$ cat config.mk
export PLATFORM = sky130hd
export DESIGN_NAME = cpu_mc
export DESIGN_NICKNAME = d
export VERILOG_FILES = /design/src/rtl/cpu_pkg.sv /design/src/rtl/cpu_regfile.sv /design/src/rtl/cpu_mc.sv
export SDC_FILE = /design/constraint.sdc
export NUM_CORES = 1
export LEC_CHECK = 0
export ABC_AREA = 1
export CAP_MARGIN = 5
export CORE_MARGIN = 3
export CORE_UTILIZATION = 56
export DETAILED_ROUTE_END_ITERATION = 16
export GPL_TIMING_DRIVEN = 1
export MAX_ROUTING_LAYER = met4
export PLACE_DENSITY_LB_ADDON = 0.05
export SLEW_MARGIN = 20
export SYNTH_ARGS = -nofsm -noshare
export SYNTH_HDL_FRONTEND = slang
export SYNTH_HIERARCHICAL = 1
export SYNTH_SLANG_ARGS = --single-unit
$ cat constraint.sdc
create_clock -name clk -period 10.8 [get_ports clk]
set_clock_uncertainty 0.1 [all_clocks]
set_input_delay 1.62 -clock clk [delete_from_list [all_inputs] [get_ports clk]]
set_output_delay 1.62 -clock clk [all_outputs]
set_load 0.01 [all_outputs]
$ cat src/rtl/cpu_pkg.sv
// ============================================================================
// Module      : cpu_pkg
// Description : Shared opcode/state encodings and instruction field positions
//               for the multi-cycle cpu_mc core.
// Revision    : 1.0 - initial release
// ============================================================================
`default_nettype none

package cpu_pkg;

    typedef enum logic [3:0] {
        OP_MV   = 4'd0,
        OP_ADD  = 4'd1,
        OP_SUB  = 4'd2,
        OP_CMP  = 4'd3,
        OP_LD   = 4'd4,
        OP_ST   = 4'd5,
        OP_MVHI = 4'd6,
        OP_J    = 4'd8,
        OP_JZ   = 4'd9,
        OP_JN   = 4'd10,
        OP_CALL = 4'd12,
        OP_HALT = 4'd15
    } opcode_t;

    typedef enum logic [2:0] {
        ST_RST    = 3'd0,
        ST_FETCH  = 3'd1,
        ST_DECODE = 3'd2,
        ST_EXEC   = 3'd3,
        ST_MEM    = 3'd4,
        ST_LDWB   = 3'd5,
        ST_HALT   = 3'd6
    } state_t;

    localparam int c_data_w     = 16;
    localparam int c_num_regs   = 8;
    localparam int c_op_lsb     = 0;
    localparam int c_op_w       = 4;
    localparam int c_i_bit      = 4;
    localparam int c_rx_lsb     = 5;
    localparam int c_ry_lsb     = 8;
    localparam int c_reg_w      = 3;
    localparam int c_imm8_lsb   = 8;
    localparam int c_imm11_lsb  = 5;
    localparam logic [2:0] c_link_reg = 3'd7;

endpackage

`default_nettype wire

$ cat src/rtl/cpu_regfile.sv
// ============================================================================
// Module      : cpu_regfile
// Description : 8 x 16-bit general purpose registers, two asynchronous read
//               ports and one synchronous write port.
// Revision    : 1.0 - initial release
// ============================================================================
`default_nettype none

module cpu_regfile
    import cpu_pkg::*;
(
    input  logic                clk,
    input  logic                reset,
    input  logic [c_reg_w-1:0]  i_ra_addr,
    output logic [c_data_w-1:0] o_ra_data,
    input  logic [c_reg_w-1:0]  i_rb_addr,
    output logic [c_data_w-1:0] o_rb_data,
    input  logic                i_we,
    input  logic [c_reg_w-1:0]  i_waddr,
    input  logic [c_data_w-1:0] i_wdata
);

    logic [c_data_w-1:0] r_regs [c_num_regs];

    always_ff @(posedge clk or posedge reset) begin
        if (reset) begin
            for (int i = 0; i < c_num_regs; i++) begin
                r_regs[i] <= '0;
            end
        end else if (i_we) begin
            r_regs[i_waddr] <= i_wdata;
        end
    end

    assign o_ra_data = r_regs[i_ra_addr];
    assign o_rb_data = r_regs[i_rb_addr];

endmodule

`default_nettype wire

$ cat src/rtl/cpu_mc.sv
// ============================================================================
// Module      : cpu_mc
// Description : Multi-cycle 16-bit CPU with a stallable single memory port.
// Revision    : 1.0 - initial release
// ============================================================================
`default_nettype none

module cpu_mc
    import cpu_pkg::*;
#(
    parameter int                ADDR_W   = 16,
    parameter logic [ADDR_W-1:0] RESET_PC = '0
) (
    input  logic                clk,
    input  logic                reset,
    output logic [ADDR_W-1:0]   o_mem_addr,
    output logic                o_mem_rd,
    output logic                o_mem_wr,
    output logic [c_data_w-1:0] o_mem_wrdata,
    input  logic [c_data_w-1:0] i_mem_rddata,
    input  logic                i_mem_waitrequest,
    output logic                o_halted
);

    state_t                r_state;
    state_t                w_next_state;
    logic [ADDR_W-1:0]     r_pc;
    logic [c_data_w-1:0]   r_ir;
    logic                  r_n;
    logic                  r_z;

    logic                  w_pc_we;
    logic [ADDR_W-1:0]     w_pc_next;
    logic                  w_ir_we;
    logic                  w_flags_we;
    logic [c_data_w-1:0]   w_flag_res;
    logic                  w_rf_we;
    logic [c_reg_w-1:0]    w_rf_waddr;
    logic [c_data_w-1:0]   w_rf_wdata;

    opcode_t               w_op;
    logic                  w_imm;
    logic [c_reg_w-1:0]    w_rx_idx;
    logic [c_reg_w-1:0]    w_ry_idx;
    logic [7:0]            w_imm8;
    logic signed [11:0]    w_br_off;
    logic [c_data_w-1:0]   w_rx_data;
    logic [c_data_w-1:0]   w_ry_data;
    logic [c_data_w-1:0]   w_b;
    logic [c_data_w-1:0]   w_sum;
    logic [c_data_w-1:0]   w_diff;
    logic [ADDR_W-1:0]     w_pc_plus2;
    logic [ADDR_W-1:0]     w_jump_target;
    logic [ADDR_W-1:0]     w_ry_addr;

    cpu_regfile u_regfile (
        .clk       (clk),
        .reset     (reset),
        .i_ra_addr (w_rx_idx),
        .o_ra_data (w_rx_data),
        .i_rb_addr (w_ry_idx),
        .o_rb_data (w_ry_data),
        .i_we      (w_rf_we),
        .i_waddr   (w_rf_waddr),
        .i_wdata   (w_rf_wdata)
    );

    assign w_op     = opcode_t'(r_ir[c_op_lsb +: c_op_w]);
    assign w_imm    = r_ir[c_i_bit];
    assign w_rx_idx = r_ir[c_rx_lsb +: c_reg_w];
    assign w_ry_idx = r_ir[c_ry_lsb +: c_reg_w];
    assign w_imm8   = r_ir[c_imm8_lsb +: 8];
    // Branch offset is in halfwords; append the zero LSB before sign extension.
    assign w_br_off = {r_ir[c_imm11_lsb +: 11], 1'b0};

    assign w_b      = w_imm ? {{8{w_imm8[7]}}, w_imm8} : w_ry_data;
    assign w_sum    = w_rx_data + w_b;
    assign w_diff   = w_rx_data - w_b;

    assign w_pc_plus2    = r_pc + ADDR_W'(2);
    assign w_ry_addr     = ADDR_W'(w_ry_data);
    assign w_jump_target = w_imm ? (r_pc + ADDR_W'(w_br_off)) : w_ry_addr;

    always_ff @(posedge clk or posedge reset) begin
        if (reset) begin
            r_state <= ST_RST;
        end else begin
            r_state <= w_next_state;
        end
    end

    always_ff @(posedge clk or posedge reset) begin
        if (reset) begin
            r_pc <= RESET_PC;
            r_ir <= '0;
            r_n  <= 1'b0;
            r_z  <= 1'b0;
        end else begin
            if (w_pc_we) begin
                r_pc <= w_pc_next;
            end
            if (w_ir_we) begin
                r_ir <= i_mem_rddata;
            end
            if (w_flags_we) begin
                r_n <= w_flag_res[c_data_w-1];
                r_z <= (w_flag_res == '0);
            end
        end
    end

    always_comb begin
        w_next_state = r_state;
        w_pc_we      = 1'b0;
        w_pc_next    = w_pc_plus2;
        w_ir_we      = 1'b0;
        w_flags_we   = 1'b0;
        w_flag_res   = w_diff;
        w_rf_we      = 1'b0;
        w_rf_waddr   = w_rx_idx;
        w_rf_wdata   = w_b;
        o_mem_rd     = 1'b0;
        o_mem_wr     = 1'b0;
        o_mem_addr   = r_pc;
        o_mem_wrdata = '0;
        o_halted     = 1'b0;

        case (r_state)
            ST_RST: begin
                w_next_state = ST_FETCH;
            end
            ST_FETCH: begin
                o_mem_rd = 1'b1;
                if (!i_mem_waitrequest) begin
                    w_next_state = ST_DECODE;
                end
            end
            ST_DECODE: begin
                w_ir_we      = 1'b1;
                w_next_state = ST_EXEC;
            end
            ST_EXEC: begin
                w_next_state = ST_FETCH;
                w_pc_we      = 1'b1;
                case (w_op)
                    OP_MV:   w_rf_we = 1'b1;
                    OP_ADD: begin
                        w_rf_we    = 1'b1;
                        w_rf_wdata = w_sum;
                        w_flags_we = 1'b1;
                        w_flag_res = w_sum;
                    end
                    OP_SUB: begin
                        w_rf_we    = 1'b1;
                        w_rf_wdata = w_diff;
                        w_flags_we = 1'b1;
                    end
                    OP_CMP:  w_flags_we = 1'b1;
                    OP_LD,
                    OP_ST:   w_next_state = ST_MEM;
                    OP_MVHI: begin
                        w_rf_we    = 1'b1;
                        w_rf_wdata = {w_imm8, w_rx_data[7:0]};
                    end
                    OP_J:    w_pc_next = w_jump_target;
                    OP_JZ:   if (r_z) w_pc_next = w_jump_target;
                    OP_JN:   if (r_n) w_pc_next = w_jump_target;
                    OP_CALL: begin
                        w_pc_next  = w_jump_target;
                        w_rf_we    = 1'b1;
                        w_rf_waddr = c_link_reg;
                        w_rf_wdata = c_data_w'(w_pc_plus2);
                    end
                    OP_HALT: begin
                        w_pc_we      = 1'b0;
                        w_next_state = ST_HALT;
                    end
                    default: ;
                endcase
            end
            ST_MEM: begin
                o_mem_addr = w_ry_addr;
                if (w_op == OP_ST) begin
                    o_mem_wr     = 1'b1;
                    o_mem_wrdata = w_rx_data;
                end else begin
                    o_mem_rd = 1'b1;
                end
                if (!i_mem_waitrequest) begin
                    w_next_state = (w_op == OP_ST) ? ST_FETCH : ST_LDWB;
                end
            end
            ST_LDWB: begin
                w_rf_we      = 1'b1;
                w_rf_wdata   = i_mem_rddata;
                w_next_state = ST_FETCH;
            end
            ST_HALT: begin
                o_halted = 1'b1;
            end
            default: begin
                w_next_state = ST_RST;
            end
        endcase
    end

endmodule

`default_nettype wire

==> results.txt <==
- The run finished with clean final reports.
- Avg Inst Size Synth: 6.08 sq um
- Synthesized cell area: 0.0135 sq mm
- Data on the critical path is required at its endpoint by 9.08 ns.
* Number of nets at the end of the flow: 2291
- At the later pin of the worst-skew pair, clock insertion delay measures 0.45 ns.
* Primary flip-flop cell chosen by synthesis mapping: dfrtp_1
* Top cell type by total area after synthesis: dfrtp_1
* Proportion of register bits with asynchronous set or reset after synthesis: 100%
* Global placement routability congestion: 1.06
* Peak fanout along the critical path: 67
* Total routing usage reported by global routing: 37.5%
- The worst hold path was traced through 2 stages.
* Boundary Pins: 54
- Once the floorplan was initialized, standard cells occupied 57.3% of the core.
- After detailed routing, the number of remaining DRC violations is 0.
- For the finished layout, the period the worst path requires is 5.40 ns.
* Sum of net half-perimeters after detailed placement: 33400 um
- Endpoint, Worst Hold: u_regfile/r_regs[31]
* Worst slew slack as a fraction of its limit: 27.0%
- The die is 161 um tall.
- nand2_1 is the most common cell in the netlist.
- Max-slew violation count: 0
* Net count after synthesis: 2296
- Area of the die: 0.0261 sq mm
- DR pass1 iterations: 6
- The netlist uses 46 different library cells.
- In this design, the stage delay of the slowest critical-path cell is 0.59 ns.
* Horizontal die dimension: 161 um
* Post-route antenna net violation count: 0
- In this run the most critical hold path is launched from u_regfile/r_regs[31].
* Startpoint class of the critical path: flip-flop
* Number of antenna diodes: 0
- Number of placement rows: 56
* Critical path's most frequent cell: nand2_1
- In the final routed layout, each cell accounts on average for 18.4 um.
- Area used by multi-input combinational logic: 0.00778 sq mm
- TritonCTS built the clock tree.
- Clock buffers created by TritonCTS: 17
- Yosys mapped a number of flops with a built-in enable equal to 0.
- In this run, post-CTS hold repair placed 0 buffers.
- Yosys top cell area share: 30.5%
- Drt initial violations: 1683
- The count of buffers added on input and output ports is 53.
* Origin of the critical flop-to-flop path: r_ir[5]
- Counting flops and latches in the post-synthesis netlist gives 165.
- The endpoint identified for the worst register-to-register timing path is u_regfile/r_regs[62].
- Fraction of final layout cells sized beyond drive strength 1: 4.34%
* Worst slew pin tran: 1.09 ns
* Post-Place Setup Slack: 5.99 ns
* Antenna violations before repair: 0
* Yosys warning count: 6
- Setup repair after global routing left no endpoint under its margin.
- Core Area: 0.0236 sq mm
* Fin worst setup slack: 5.40 ns
- Slowest cell on the critical path: buf_4
- Register clock-pin slew on the reported worst setup and hold paths: 0.08 ns
* H-tree levels: 4
- The first global-routing pass estimated 75000 um of wire.
* Buffer count from post-CTS setup fixing: 0
- The via count of the first global-routing pass is 13821.
- In this run the deepest clock path goes through 2 buffers.
- Total wire length after detailed routing: 46900 um
- Among cell families on the critical path, the largest total delay comes from buffers and inverters.
- Reg2Reg Setup Slack: 5.83 ns
- Path category of the worst min-delay check: flip-flop to flip-flop
* Cell breakdown of the critical path: buf_4 > inv_2 > buf_4 > nand2_1 > nand3_1 > nand2_1 > nand2_1 > nand2_1 > inv_1 > nor2_1 > clkdlybuf4s50_1
- Registers take 0.00413 sq mm.
- After clock tree synthesis, the repair step resized 0 gates.
- GRT Residual Overflow: 0
* Start-to-end type of the worst setup path: flip-flop to output port
- Fill cells in the final layout number 2351.
* Sequential share of the synthesized area: 30.5%
- Highest clock frequency the design can meet: 185 MHz
* Count of buffering cells on the critical path with inverters included: 5
- Hold WS: 0.387 ns
- Clock tree synthesis selected as its root buffer the cell clkbuf_16.
* Top cell types by occurrence after synthesis: nand2_1 (870), inv_1 (297), nand3_1 (213)
- After synthesis, the cell types taking the most area are dfrtp_1 (31%), nand2_1 (24%), inv_1 (8.2%).
- Max-cap check violation count: 0
- Compared with the post-synthesis result, the final layout area differs by 9.46%.
- The count of final hold-check violations came to 0.
- Synthesis handed over a netlist of 2225 instances.
- STA classifies the critical path endpoint as an output port.
- Endpoint arrival time on the critical path: 3.68 ns
* Sum Neg Setup Slack: 0 ns
* Mean number of vias per cell: 5.76
- Finish-stage setup viols: 0
- The tree built by TritonCTS fans out to 165 sinks.
- Count of cells along the worst register-to-register path: 21
- Fin crit share: 50.0%
- Entering global routing, the biggest net connects 71 pins.
* Vias: 14699
-- area by class of cell --
| type | count | share of cell area [%] |
|---|---|---|
| clock buffer | 17 | 2.87 |
| sequential | 165 | 27.9 |
| multi-input combinational | 1651 | 52.5 |
| inverter | 307 | 7.80 |
| timing repair buffer | 78 | 4.85 |
| clock inverter | 15 | 1.37 |
| tap | 319 | 2.70 |
-- cells by family after synthesis --
logic type / Yosys count / share of synthesized area (%)
compound gates: 332 / 13.3
xor+xnor: 26 / 1.68
simple gates: 1241 / 37.5
buf+inv: 409 / 12.1
fa+ha+maj: 52 / 4.98
flops: 165 / 30.5
-- worst register-to-register path: stages (launching register included) --
cell and delay [ns]:
dfrtp_2 0.35, buf_4 0.59, inv_2 0.48, buf_4 0.41, nand2_1 0.14, nand3_1 0.09
nand2_1 0.09, nand2_1 0.05, nand2_1 0.26, ha_1 0.37, nor2_1 0.24, nand3_1 0.11
nand3_1 0.28, nand2_1 0.14, nand3_1 0.11, nand2_1 0.05, nand3_1 0.11, nand3_1 0.09
o21ai_1 0.15, nand3_1 0.24, inv_1 0.25, o21ai_0 0.13
-- metal layers --
layer	GRT usage [%]	part of all wire, %	vias up	wire length, um
met5	-	0	-	0
met1	50.0	42	6784	19600
li1	-	-	6984	-
met4	17.8	4.5	0	2090
met2	55.2	43	804	20300
met3	6.82	10	127	4870
-- flip-flops by register name (all words and copies together) (netlist names) --
signal	count
r_n	1
r_state	3
r_ir	16
r_z	1
u_regfile/r_regs	128
r_pc	16
-- worst max path at each step --
stage            start                  end  depth (start not counted)
2_1_floorplan    reset  u_regfile/r_regs[0]                          1
3_3_place_gp   r_ir[5]     o_mem_wrdata[14]                         11
3_5_place_dp   r_ir[5]      o_mem_wrdata[9]                         11
4_1_cts        r_ir[5]      o_mem_wrdata[9]                         11
5_1_grt        r_ir[5]     o_mem_wrdata[12]                         11
6_report       r_ir[5]      o_mem_wrdata[6]                         11
-- through the flow --
stage | instance area, sq um | std cells | utilization (%)
global placement | 14200 | 2520 | 60.0
floorplan | 13500 | 2225 | -
global route | 14800 | 2552 | 62.7
finish | 14800 | 2552 | 62.7
CTS | 14800 | 2552 | 62.7
detailed placement | 14200 | 2520 | 60.0
-- layout by cell type, fill, tap and decap left out, types with 6 or more instances in the layout --
| cell | instances |
|---|---|
| xnor2_1 | 7 |
| xor2_1 | 19 |
| buf_4 | 25 |
| o21bai_1 | 10 |
| clkdlybuf4s50_1 | 53 |
| nand3_1 | 213 |
| nor3_1 | 12 |
| nand4_1 | 7 |
| dfrtp_1 | 163 |
| a31oi_1 | 8 |
| o21ai_0 | 175 |
| nor2_2 | 10 |
| clkbuf_16 | 17 |
| nand2_1 | 870 |
| clkinv_8 | 6 |
| nor2_1 | 114 |
| o21ai_1 | 14 |
| a22oi_1 | 8 |
| ha_1 | 49 |
| inv_2 | 9 |
| a21oi_1 | 92 |
| inv_1 | 296 |
| o211ai_1 | 6 |
Power is not shown: default switching activity piles up to over one toggle a cycle in this logic, so the estimate is an artifact.
